### src/rtl/soc_pm_pkg.sv
// Shared definitions for the program-memory data path: bus widths and the
// wide-adapter sequencing states.
package soc_pm_pkg;

  localparam int PM_DATA_W = 64;
  localparam int PM_HALF_W = 32;

  typedef enum logic [2:0] {
    IDLE,
    RD_LO,
    RD_HI,
    RD_CAP,
    WR_LO,
    WR_HI
  } pm_adapter_state_t;

endpackage

### src/rtl/soc_pm_data.sv
// 64-bit program-memory data bundle. It carries no handshake; sequencing is
// done by side-band request/busy/valid signals.
interface soc_pm_data;
  import soc_pm_pkg::*;

  logic [PM_DATA_W-1:0] dout;
  logic [PM_DATA_W-1:0] din;

  modport slave  (output dout, input din);
  modport master (input dout, output din);

endinterface

### src/rtl/soc_pm_wide_adapter.sv
// Maps each 64-bit program-memory access onto two 32-bit beats of a
// single-port SRAM. Every output comes straight from a register.
module soc_pm_wide_adapter
  import soc_pm_pkg::*;
#(
  parameter int ADDR_W = 12
) (
  input  logic                 clk,
  input  logic                 rst_n,
  soc_pm_data.slave            pm_data,
  input  logic                 pm_req,
  input  logic                 pm_we,
  input  logic [ADDR_W-1:0]    pm_addr,
  output logic                 pm_busy,
  output logic                 pm_rvalid,
  output logic                 pm_wdone,
  output logic                 mem_en,
  output logic                 mem_we,
  output logic [ADDR_W:0]      mem_addr,
  output logic [PM_HALF_W-1:0] mem_wdata,
  input  logic [PM_HALF_W-1:0] mem_rdata
);

  pm_adapter_state_t    r_state, w_state_next;
  logic                 r_busy, r_rvalid, r_wdone, r_mem_en, r_mem_we;
  logic                 w_rvalid_next, w_wdone_next, w_mem_en_next, w_mem_we_next;
  logic [PM_DATA_W-1:0] r_dout, w_dout_next;
  logic [ADDR_W-1:0]    r_addr, w_addr_next;
  logic [PM_HALF_W-1:0] r_din_hi, w_din_hi_next;
  logic [PM_HALF_W-1:0] r_lo, w_lo_next;
  logic [ADDR_W:0]      r_mem_addr, w_mem_addr_next;
  logic [PM_HALF_W-1:0] r_mem_wdata, w_mem_wdata_next;

  // Memory-side controls are computed for the state being entered, so the
  // SRAM beat is presented from registers in that state's cycle.
  always_comb begin
    w_state_next     = r_state;
    w_rvalid_next    = 1'b0;
    w_wdone_next     = 1'b0;
    w_mem_en_next    = 1'b0;
    w_mem_we_next    = 1'b0;
    w_dout_next      = r_dout;
    w_addr_next      = r_addr;
    w_din_hi_next    = r_din_hi;
    w_lo_next        = r_lo;
    w_mem_addr_next  = r_mem_addr;
    w_mem_wdata_next = r_mem_wdata;
    case (r_state)
      IDLE: begin
        if (pm_req) begin
          w_addr_next      = pm_addr;
          w_mem_en_next    = 1'b1;
          w_mem_we_next    = pm_we;
          w_mem_addr_next  = {pm_addr, 1'b0};
          w_mem_wdata_next = pm_data.din[PM_HALF_W-1:0];
          if (pm_we) begin
            w_din_hi_next = pm_data.din[PM_DATA_W-1:PM_HALF_W];
            w_state_next  = WR_LO;
          end else begin
            w_state_next  = RD_LO;
          end
        end
      end
      RD_LO: begin
        w_mem_en_next   = 1'b1;
        w_mem_addr_next = {r_addr, 1'b1};
        w_state_next    = RD_HI;
      end
      RD_HI: begin
        w_lo_next    = mem_rdata;
        w_state_next = RD_CAP;
      end
      RD_CAP: begin
        w_dout_next   = {mem_rdata, r_lo};
        w_rvalid_next = 1'b1;
        w_state_next  = IDLE;
      end
      WR_LO: begin
        w_mem_en_next    = 1'b1;
        w_mem_we_next    = 1'b1;
        w_mem_addr_next  = {r_addr, 1'b1};
        w_mem_wdata_next = r_din_hi;
        w_state_next     = WR_HI;
      end
      WR_HI: begin
        w_wdone_next = 1'b1;
        w_state_next = IDLE;
      end
      default: w_state_next = IDLE;
    endcase
  end

  always_ff @(posedge clk) begin
    if (!rst_n) begin
      r_state  <= IDLE;
      r_busy   <= 1'b0;
      r_rvalid <= 1'b0;
      r_wdone  <= 1'b0;
      r_mem_en <= 1'b0;
      r_mem_we <= 1'b0;
      r_dout   <= '0;
    end else begin
      r_state  <= w_state_next;
      r_busy   <= (w_state_next != IDLE);
      r_rvalid <= w_rvalid_next;
      r_wdone  <= w_wdone_next;
      r_mem_en <= w_mem_en_next;
      r_mem_we <= w_mem_we_next;
      r_dout   <= w_dout_next;
    end
  end

  // Datapath holding registers need no reset: they are only observed when
  // qualified by a control register above.
  always_ff @(posedge clk) begin
    r_addr      <= w_addr_next;
    r_din_hi    <= w_din_hi_next;
    r_lo        <= w_lo_next;
    r_mem_addr  <= w_mem_addr_next;
    r_mem_wdata <= w_mem_wdata_next;
  end

  assign pm_data.dout = r_dout;
  assign pm_busy      = r_busy;
  assign pm_rvalid    = r_rvalid;
  assign pm_wdone     = r_wdone;
  assign mem_en       = r_mem_en;
  assign mem_we       = r_mem_we;
  assign mem_addr     = r_mem_addr;
  assign mem_wdata    = r_mem_wdata;

endmodule

### src/flat_wrapper.sv
// flat-port wrapper written by rule: the top's interface ports become plain ports
module soc_pm_wide_adapter_flat import soc_pm_pkg::*;
#(
  parameter int ADDR_W = 12
)
  (clk, rst_n, pm_req, pm_we, pm_addr, pm_busy, pm_rvalid, pm_wdone, mem_en, mem_we, mem_addr, mem_wdata, mem_rdata, pm_data_dout, pm_data_din);
  soc_pm_data pm_data_i ();
  input  logic clk;
  input  logic rst_n;
  input  logic pm_req;
  input  logic pm_we;
  input  logic [ADDR_W-1:0] pm_addr;
  output logic pm_busy;
  output logic pm_rvalid;
  output logic pm_wdone;
  output logic mem_en;
  output logic mem_we;
  output logic [ADDR_W:0] mem_addr;
  output logic [PM_HALF_W-1:0] mem_wdata;
  input  logic [PM_HALF_W-1:0] mem_rdata;
  output wire logic [$bits(pm_data_i.dout)-1:0] pm_data_dout;
  input wire logic [$bits(pm_data_i.din)-1:0] pm_data_din;
  assign pm_data_dout = pm_data_i.dout;
  assign pm_data_i.din = pm_data_din;
  soc_pm_wide_adapter #(.ADDR_W(ADDR_W)) u_core (.clk(clk), .rst_n(rst_n), .pm_data(pm_data_i), .pm_req(pm_req), .pm_we(pm_we), .pm_addr(pm_addr), .pm_busy(pm_busy), .pm_rvalid(pm_rvalid), .pm_wdone(pm_wdone), .mem_en(mem_en), .mem_we(mem_we), .mem_addr(mem_addr), .mem_wdata(mem_wdata), .mem_rdata(mem_rdata));
endmodule
### config.mk
export PLATFORM = sky130hd
export DESIGN_NAME = soc_pm_wide_adapter_flat
export DESIGN_NICKNAME = d
export VERILOG_FILES = /design/src/rtl/soc_pm_pkg.sv /design/src/rtl/soc_pm_data.sv /design/src/rtl/soc_pm_wide_adapter.sv /design/src/flat_wrapper.sv
export SDC_FILE = /design/constraint.sdc
export NUM_CORES = 1
export LEC_CHECK = 0
export CORE_ASPECT_RATIO = 1.2
export CORE_UTILIZATION = 41
export DETAILED_ROUTE_END_ITERATION = 16
export PLACE_DENSITY = 0.78
export SLEW_MARGIN = 0
export SYNTH_ARGS = -nofsm -noshare
export SYNTH_HDL_FRONTEND = slang
export SYNTH_SLANG_ARGS = --single-unit
### constraint.sdc
create_clock -name clk -period 4.2 [get_ports clk]
set_input_delay 0.63 -clock clk [delete_from_list [all_inputs] [get_ports clk]]
set_output_delay 0.63 -clock clk [all_outputs]
set_load 0.01 [all_outputs]
# Word level (Yosys, flattened, before mapping)
# Index checks and enable logic that the tools add are counted.
word_totals:
  regBits: 193
  latchBits: 0
  ramBits: 0
  romBits: 0
  inputBits: 112
  wordCells: 40
  mem_count: 0
classes:
  n_addsub: 0
  multipliers: 0
  n_div: 0
  order_cmp: 0
  n_eq_ne: 6
  shifts: 0
  mux: 13
  bitwise: 0
  reduce_logical: 9
ops:
  columns: ["cell", "count"]
  rows:
  - ["case mux 32 bit (2 select lines)", 1]
  - ["two-way mux 32 bit", 1]
  - ["case mux 13 bit (2 select lines)", 1]
  - ["two-way mux 13 bit", 1]
  - ["case mux 3 bit (4 select lines)", 1]
  - ["equality test 3 x 2 -> 1 bit (second input constant)", 2]
  - ["equality test 3 bit (second input constant)", 2]
  - ["two-way mux 3 bit", 2]
  - ["AND reduction 2 bit", 3]
  - ["two-way mux 1 bit", 4]
  - ["case mux 1 bit (2 select lines)", 2]
  - ["nonzero test 2 bit", 2]
  - ["equality test 3 x 1 -> 1 bit (second input constant)", 1]
  - ["zero test 3 bit", 1]
  - ["AND reduction 3 bit", 1]
  - ["nonzero test 3 bit", 1]
  - ["!= test 2 bit (second input constant)", 1]
  - ["OR reduction 2 bit", 1]

# Logic depth before layout (Yosys ltp)
# Gate-level depths: netlist of the first run.
depth:
  depth_word: 4
  ltp_mapped: 6

# Worst setup path after synthesis of the first run
# Ideal clock, no wire load.
synth_timing:
  path_kind: "flip-flop to flip-flop"
  from: "reg u_core.r_state[1]"
  to: "reg u_core.r_din_hi[0], enable pin"
  arrival_ps: 3800
  slack_ps: -101
  path_stages_with_launch: 4
  path_cell_list: "dfxtp_1 buf_4 clkbuf_1 nor4_1"
synth_via:
  elab_chain_len: 2
synth_lines:
  columns: ["item", "line_no", "source"]
  rows:
  - ["start, declared", "soc_pm_wide_adapter.sv:24", "pm_adapter_state_t r_state, w_state_next;"]
  - ["start signal, assigned", "soc_pm_wide_adapter.sv:103", "r_state <= w_state_next;"]
  - ["zero test 3 bit", "soc_pm_wide_adapter.sv:48", "case (r_state)"]
  - ["AND reduction 3 bit (no source line)", null, null]
  - ["end signal, assigned", "soc_pm_wide_adapter.sv:117", "r_din_hi <= w_din_hi_next;"]
  - ["end, declared", "soc_pm_wide_adapter.sv:29", "logic [PM_HALF_W-1:0] r_din_hi, w_din_hi_next;"]
# No other way between the ends.
# A chain may end at the register's enable or synchronous reset.

# Worst setup path after layout of the first run
layout_timing:
  from: "reg u_core.r_state[0]"
  to: "reg u_core.r_dout[18], in the netlist u_core.pm_data.dout[18]"
layout_via:
  elab_chain_len: 1
layout_lines:
  columns: ["item", "line_no", "source"]
  rows:
  - ["equality test 3 x 2 -> 1 bit", "soc_pm_wide_adapter.sv:48", null]
  - ["end signal, assigned", "soc_pm_wide_adapter.sv:109", "r_dout <= w_dout_next;"]
  - ["end, declared", "soc_pm_wide_adapter.sv:27", "logic [PM_DATA_W-1:0] r_dout, w_dout_next;"]
# No other way between the ends.

==> results of run 1 <==
-- how the worst max path moves through the flow --
stage                            from                 endpoint  slack (ns)  cells past startpoint
global route        u_core.r_state[0]   u_core.pm_data.dout[6]        1.57                      3
CTS                 u_core.r_state[0]  u_core.pm_data.dout[18]        1.86                      3
detailed placement             pm_req         u_core.r_addr[5]        1.48                      2
global placement               pm_req         u_core.r_addr[0]        1.63                      2
finish              u_core.r_state[0]  u_core.pm_data.dout[18]        1.84                      3
floorplan           u_core.r_state[1]           u_core.r_lo[0]        0.58                      3
-- sequential cells by signal, indices dropped and copies added, names as in the netlist --
| name | cells |
|---|---|
| u_core.pm_data.dout | 64 |
| u_core.mem_wdata | 32 |
| u_core.r_din_hi | 32 |
| u_core.r_lo | 32 |
| u_core.mem_addr | 13 |
| u_core.r_addr | 12 |
| u_core.r_state | 3 |
| u_core.mem_en | 1 |
| u_core.mem_we | 1 |
| u_core.pm_busy | 1 |
| u_core.pm_rvalid | 1 |
| u_core.pm_wdone | 1 |
-- cell usage in the layout, fill, tap and decap left out, types with 2 or more instances in the layout --
cell,n
a21oi_1,65
buf_4,5
clkbuf_1,3
clkbuf_16,17
clkdlybuf4s50_1,225
clkinv_1,2
clkinv_2,4
clkinv_4,3
dfxtp_1,72
edfxtp_1,121
mux2_2,44
nand2_1,132
nor2_1,5
nor3_1,3
nor4_1,3
xnor2_1,2
-- stage by stage --
| stage | hold WS [ns] | power, mW | worst slack [ns] | utilization, % |
|---|---|---|---|---|
| after floorplan | 0.471 | 2.53 | 0.575 | - |
| after global routing | 0.472 | 4.46 | 1.57 | 60.1 |
| after CTS | 0.458 | 4.34 | 1.86 | 60.1 |
| after global placement | 0.442 | 2.84 | 1.63 | 56.7 |
| final | 0.456 | 4.29 | 1.84 | 60.1 |
| after detailed placement | 0.449 | 2.86 | 1.48 | 56.7 |
-- layout make-up --
class | instances | area, um2 | share of cell area (%)
Sequential cell | 193 | 5070 | 52.3
Inverter | 1 | 3.75 | 0.0387
Clock inverter | 11 | 91.3 | 0.941
Timing Repair Buffer | 230 | 2290 | 23.6
Tap cell | 212 | 265 | 2.73
Clock buffer | 21 | 450 | 4.64
Multi-Input combinational cell | 268 | 1530 | 15.8
-- worst max-delay path, stage by stage, from the launching register on --
cell and delay, ns:
dfxtp_1 0.80, and3b_2 1.07, nand2_1 0.16, a21oi_1 0.19
-- cell families after synthesis --
group	count (synthesis)	synth area share, %
flip-flops	193	75.2
AND/OR/NAND/NOR	155	9.49
AO/OA/AOI/OAI	67	5.02
multiplexers	44	7.34
buffers and inverters	32	2.67
XOR/XNOR	2	0.260
-- routing by layer --
| layer | up-vias | share of wire, % | track usage [%] |
|---|---|---|---|
| met4 | 0 | 0.67 | 5.60 |
| li1 | 2164 | - | - |
| met3 | 7 | 8.5 | 6.77 |
| met2 | 196 | 51 | 31.3 |
| met5 | - | 0 | 0 |
| met1 | 2148 | 39 | 20.2 |
-- power breakdown --
group	switching (mW)	leakage [nW]	internal, mW	total, mW
logic	0.240	1.24	0.310	0.551
clock network	0.656	0.266	0.828	1.48
registers	0.0589	1.72	2.20	2.26
total	0.955	3.23	3.34	4.29
==> metrics.txt, run 1 <==
# diodes 0; HPWL after DPL 10400 um; total wire length 15100 um; total gr overflow 0; clock root buffer clkbuf_16; Setup violations, final 0; layout cells sized above 1 11.6%; die height 143 um; vias in the first global route 4548; Synth warnings 0; maximum buffer depth of the clock tree 2; IO buf count 225; CTS tree built; TNS Setup 0 ns; clk sinks 193; vias 4515; fraction of registers with async set or reset after synthesis 0%; Final Slew Violations 0; worst hold-check path type flip-flop to flip-flop; P&R area growth vs syn 43.9%; RSZ-0062 raised after global routing no; post-synth top area cell edfxtp_1; Non-Filler Instances 936; Core Rows 51; Post-CTS Setup Bufs 0; synthesized area 0.00675 mm2; top_reg_cell synth edfxtp_1; largest cells by area after synthesis edfxtp_1, dfxtp_1, nand2_1, mux2_2, a21oi_1; share of the synthesized area in the top cell type 53.8%; Post-CTS Hold Buffers 0; global-route wire length before repair 23300 um; Post-DP Area 0.00916 mm2; Total GRT Usage 17.9%; flop-to-flop setup slack 1.84 ns; later-pin clock latency in the skew report 0.42 ns; Leakage 3.23 nW; critical path class flip-flop to flip-flop; Final ANT Viol Nets 0; pin count of the biggest net entering global routing 70; Startpoint Class flip-flop; synth cell count leaders nand2_1, edfxtp_1, dfxtp_1; Max Clk Rate 423 MHz; worst hold stages 2; Boundary Pins 226; Initial Util 41.8%; Post-Synthesis Cells 493; detailed-router iteration count before antenna repair 5; sequential cell area fraction in the yosys report 75.2%; power density over the cells 442 mW/mm2; Reg clk slew, reported paths 0.07 ns; WL per Instance 16.1 um; Worst Hold Path EP u_core.pm_data.dout[14]; Final Cycle Share 56.2%; Tmin final 2.36 ns; Seq cells post-synth 193; reg2reg start u_core.r_state[0]; run status complete, no violations; Least-Margin Pin Slew 1.17 ns; Layout Nets 823; WP data required 4.52 ns; Max H-tree Level 4; Final Skew 0.00684 ns; hold path start u_core.pm_data.dout[14]; Post-Syn Nets 605; reg2reg end u_core.pm_data.dout[18]; crit end category flip-flop; DR vias/cell 4.82; critical-path maximum fanout 64; Synth Area per Inst 13.7 um2; GPL Wtd Cong 0.786; Worst Path Arrival 2.69 ns; drt initial violations 246; Num CTS Buffers 17; most common cell in the synthesized netlist nand2_1; chip width 119 um; residual DRC count 0; initial antenna violation count 0; count of cell types in the netlist 26; final hold violations 0; final instance area 0.00971 mm2; Register-to-Register Path Depth 3; maximum VDD drop 248 uV; DP Cell Count 904; post_cts resized 0; max_cap viols 0; Relative slew margins 21.7%; area of the core 0.0161 mm2; Post-synth EDFFs 121; fill count 1222; die area 0.0170 mm2
No activity file was read; power rests on OpenSTA's default activity.
==> run 2: changes to the inputs <==
clock period = 2.1 ns   (was 4.2 ns; I/O delays follow)
==> metrics.txt, run 2 (synthesis gave the netlist of run 1 again) <==
run status complete, no violations; Final Skew 0.00710 ns; fill count 1225; flip-flop count of the largest register after layout 64; worst hold-check path type primary input to flip-flop; area of the core 0.0161 mm2; residual DRC count 0; later-pin clock latency in the skew report 0.42 ns; Power Total 8.85 mW; Core Rows 51; DP Cell Count 913; Initial Util 41.8%; post_cts resized 0; Leakage 3.31 nW; IO buf count 225; total gr overflow 0; commonest non-fill, non-tap cell in the layout clkdlybuf4s50_1; maximum buffer depth of the clock tree 2; final hold violations 0; Max Clk Rate 549 MHz; # diodes 0; WL per Instance 16.3 um; die area 0.0170 mm2; initial antenna violation count 0; Final Cycle Share 86.8%; drt initial violations 231; Non-Filler Instances 945; power density over the cells 894 mW/mm2; critical path class flip-flop to flip-flop; TNS Setup 0 ns; RSZ-0062 raised after global routing no; Final Slew Violations 0; most frequent cells in the layout clkdlybuf4s50_1, nand2_1, edfxtp_1; Least-Margin Pin Slew 0.776 ns; Post-CTS Hold Buffers 0; Tmin final 1.82 ns; Relative slew margins 48.3%; Final ANT Viol Nets 0; die height 143 um; Boundary Pins 226; Setup violations, final 0; global-route wire length before repair 23700 um; CTS tree built; layout cells sized above 1 13.5%; DR vias/cell 4.83; maximum VDD drop 415 uV; chip width 119 um; pin count of the biggest net entering global routing 65; Post-CTS Setup Bufs 0; HPWL after DPL 10600 um; clock root buffer clkbuf_16; Final WS setup 0.278 ns; critical-path maximum fanout 13; detailed-router iteration count before antenna repair 4; Num CTS Buffers 17; crit end category flip-flop; vias 4561; pre-CTS setup slack -0.129 ns; GPL Wtd Cong 0.786; P&R area growth vs syn 46.7%; Worst Path Arrival 1.99 ns; Layout Nets 832; clk sinks 193; Startpoint Class flip-flop; WP data required 2.27 ns; Reg clk slew, reported paths 0.07 ns; total wire length 15400 um; Max H-tree Level 4; vias in the first global route 4578; max_cap viols 0; Total GRT Usage 18.2%
-- run 2: cell count changes in the layout (fill, tap and decap cells not counted), moves of 2 or more --
| cell | previous run | this run |
|---|---|---|
| clkinv_4 | 3 | 0 |
| clkinv_1 | 2 | 0 |
| clkbuf_8 | 1 | 4 |
| inv_6 | 0 | 4 |
| buf_12 | 0 | 6 |
| buf_4 | 5 | 8 |
| clkbuf_1 | 3 | 0 |
-- run 2: worst paths after layout --
kind | slack (ns) | endpoint | start | cells after the start
min reg2reg | 0.45 | u_core.pm_data.dout[19] | u_core.pm_data.dout[19] | 2
max | 0.28 | u_core.mem_addr[11] | u_core.r_state[0] | 5
max reg2reg | 0.28 | u_core.mem_addr[11] | u_core.r_state[0] | 5
min | 0.45 | u_core.r_din_hi[26] | pm_data_din[58] | 1
-- run 2: cell type report --
class                   count  area (um2)  share of cell area (%)
clock buffers              22         488                    4.93
clock inverters            10        93.8                   0.948
inverters                   1        3.75                  0.0379
multi-input cells         268        1540                    15.6
flip-flops and latches    193        5070                    51.3
well taps                 212         265                    2.68
repair buffers            239        2430                    24.6
-- run 2: critical path, cell delays in order (launching register included) --
cell and delay (ns):
dfxtp_1 0.54, buf_4 0.28, xnor2_1 0.10, nor2_2 0.08
buf_4 0.21, mux2_2 0.36
-- run 2: per-layer routing --
metal	routed length, um	GRT usage (%)	vias up
li1	-	-	2187
met1	6340	21.6	2157
met2	7580	30.8	195
met3	1240	5.85	22
met4	267	7.26	0
met5	0	0	-
-- run 2: stage by stage --
step | util, % | area [um2] | hold WS, ns
floorplan | - | 6820 | 0.414
global placement | 57.7 | 9310 | 0.442
detailed placement | 57.7 | 9310 | 0.446
CTS | 61.3 | 9900 | 0.422
global route | 61.3 | 9900 | 0.429
finish | 61.3 | 9900 | 0.447
-- run 2: report_power, final --
part | total, mW | internal (mW) | switching [mW]
combinational | 1.20 | 0.678 | 0.523
sequential | 4.49 | 4.40 | 0.0906
clock | 3.16 | 1.79 | 1.37
==> run 3: changes to the inputs <==
CORE_UTILIZATION = 45   (was 41)
PLACE_DENSITY = 0.82   (was 0.78)
clock period = 1.9 ns   (was 2.1 ns; I/O delays follow)
==> metrics.txt, run 3 (synthesis gave the netlist of run 1 again) <==
run status complete, no violations; later-pin clock latency in the skew report 0.42 ns; Least-Margin Pin Slew 0.663 ns; chip width 114 um; power density over the cells 996 mW/mm2; hold path start pm_data_din[61]; WP data required 1.62 ns; vias 4595; Final Skew 0.00752 ns; max_cap viols 0; vias in the first global route 4703; reg2reg end u_core.mem_addr[4]; slowest CP cell clkdlybuf4s50_1; Layout Nets 832; final hold violations 0; Register-to-Register Path Depth 4; P&R area growth vs syn 47.1%; Leakage 3.33 nW; Num CTS Buffers 17; Setup violations, final 0; Tmin final 1.68 ns; # diodes 0; maximum VDD drop 576 uV; TNS Setup 0 ns; area of the core 0.0145 mm2; die area 0.0155 mm2; Max H-tree Level 4; Final ANT Viol Nets 0; CTS tree built; IO buf count 225; Power Total 9.89 mW; GPL Wtd Cong 0.795; CP endpoint pm_data_dout[13]; RSZ-0062 raised after global routing no; maximum buffer depth of the clock tree 2; worst hold stages 1; Core Rows 48; HPWL after DPL 11000 um; detailed-router iteration count before antenna repair 4; layout cells sized above 1 13.2%; reg2reg start u_core.r_state[1]; pin count of the biggest net entering global routing 65; Total GRT Usage 21.0%; flip-flop count of the largest register after layout 64; CP Launch Point u_core.pm_data.dout[13]; residual DRC count 0; drt initial violations 262; Worst path depth 1; clock root buffer clkbuf_16; flop-to-flop setup slack 0.23 ns; Reg clk slew, reported paths 0.07 ns; total gr overflow 0; clk sinks 193; Max Clk Rate 597 MHz; critical path class flip-flop to output pin; crit path cell chain clkdlybuf4s50_1; Worst Path Arrival 1.39 ns; CP top delay family buffers and inverters; Crit path largest cell delay 0.65 ns; DR vias/cell 4.92; total wire length 16100 um; critical-path maximum fanout 2; Final Cycle Share 88.2%; most frequent cells in the layout clkdlybuf4s50_1, nand2_1, edfxtp_1; global-route wire length before repair 24500 um; worst hold-check path type primary input to flip-flop; WL per Instance 17.2 um; Relative slew margins 55.7%; WP buf/inv 1; Startpoint Class flip-flop; Initial Util 46.4%; Boundary Pins 226; initial antenna violation count 0; fill count 1036; crit end category output pin; commonest non-fill, non-tap cell in the layout clkdlybuf4s50_1; die height 136 um; Final Slew Violations 0
-- run 3: cell count changes in the layout (fill, tap and decap cells not counted), sizes merged --
cell / before / now
inv: 6 / 4
clkbuf: 22 / 23
clkinv: 3 / 4
-- run 3: per-layer routing --
metal | track usage, % | share of wire, %
met1 | 23.5 | 38
met2 | 36.4 | 50
met3 | 6.95 | 8.7
met4 | 9.38 | 2.6
met5 | 0 | 0
-- run 3: timing repair --
| item | in CTS | in global routing |
|---|---|---|
| setup buffers | 0 | 0 |
| resized for setup | 0 | 1 |
| hold buffers | 0 | 0 |
| setup endpoints to repair | 0 | 13 |
| endpoints found under the hold margin | 0 | 0 |
-- run 3: area by class of cell --
cell class	count	area [um2]	share of cell area, %
inverters	1	3.75	0.0378
clock buffers	23	520	5.24
flip-flops and latches	193	5070	51.1
repair buffers	239	2440	24.6
multi-input cells	268	1540	15.5
well taps	200	250	2.52
clock inverters	9	90.1	0.908
-- run 3: worst min path at each step --
| stage | slack, ns | to |
|---|---|---|
| after CTS | 0.40 | u_core.r_din_hi[30] |
| after detailed placement | 0.45 | u_core.pm_data.dout[15] |
| final | 0.42 | u_core.r_din_hi[29] |
| after global routing | 0.40 | u_core.r_din_hi[29] |
| after floorplan | 0.38 | u_core.r_addr[0] |
| after global placement | 0.44 | u_core.pm_data.dout[51] |
-- run 3: through the flow --
stage               instance area (um2)  util (%)  setup WS [ns]  std cells  hold WS, ns
floorplan                          6820         -         -0.227        493        0.384
global placement                   9310      64.1         -0.217        901        0.442
detailed placement                 9310      64.1         -0.268        901        0.445
CTS                                9920      68.3         0.0628        933        0.401
global route                       9920      68.3          0.152        933        0.401
finish                             9920      68.3          0.225        933        0.419
-- run 3: worst register-to-register path: stages, from the launching register on --
cell and delay, ns:
dfxtp_1 0.63, buf_4 0.27, nor2_2 0.05, buf_4 0.19, mux2_2 0.29
-- run 3: where the power goes --
group,total [mW],internal [mW],switching (mW)
logic,1.34,0.748,0.588
registers,4.97,4.86,0.108
clock network,3.58,2.08,1.50
total,9.89,7.69,2.19
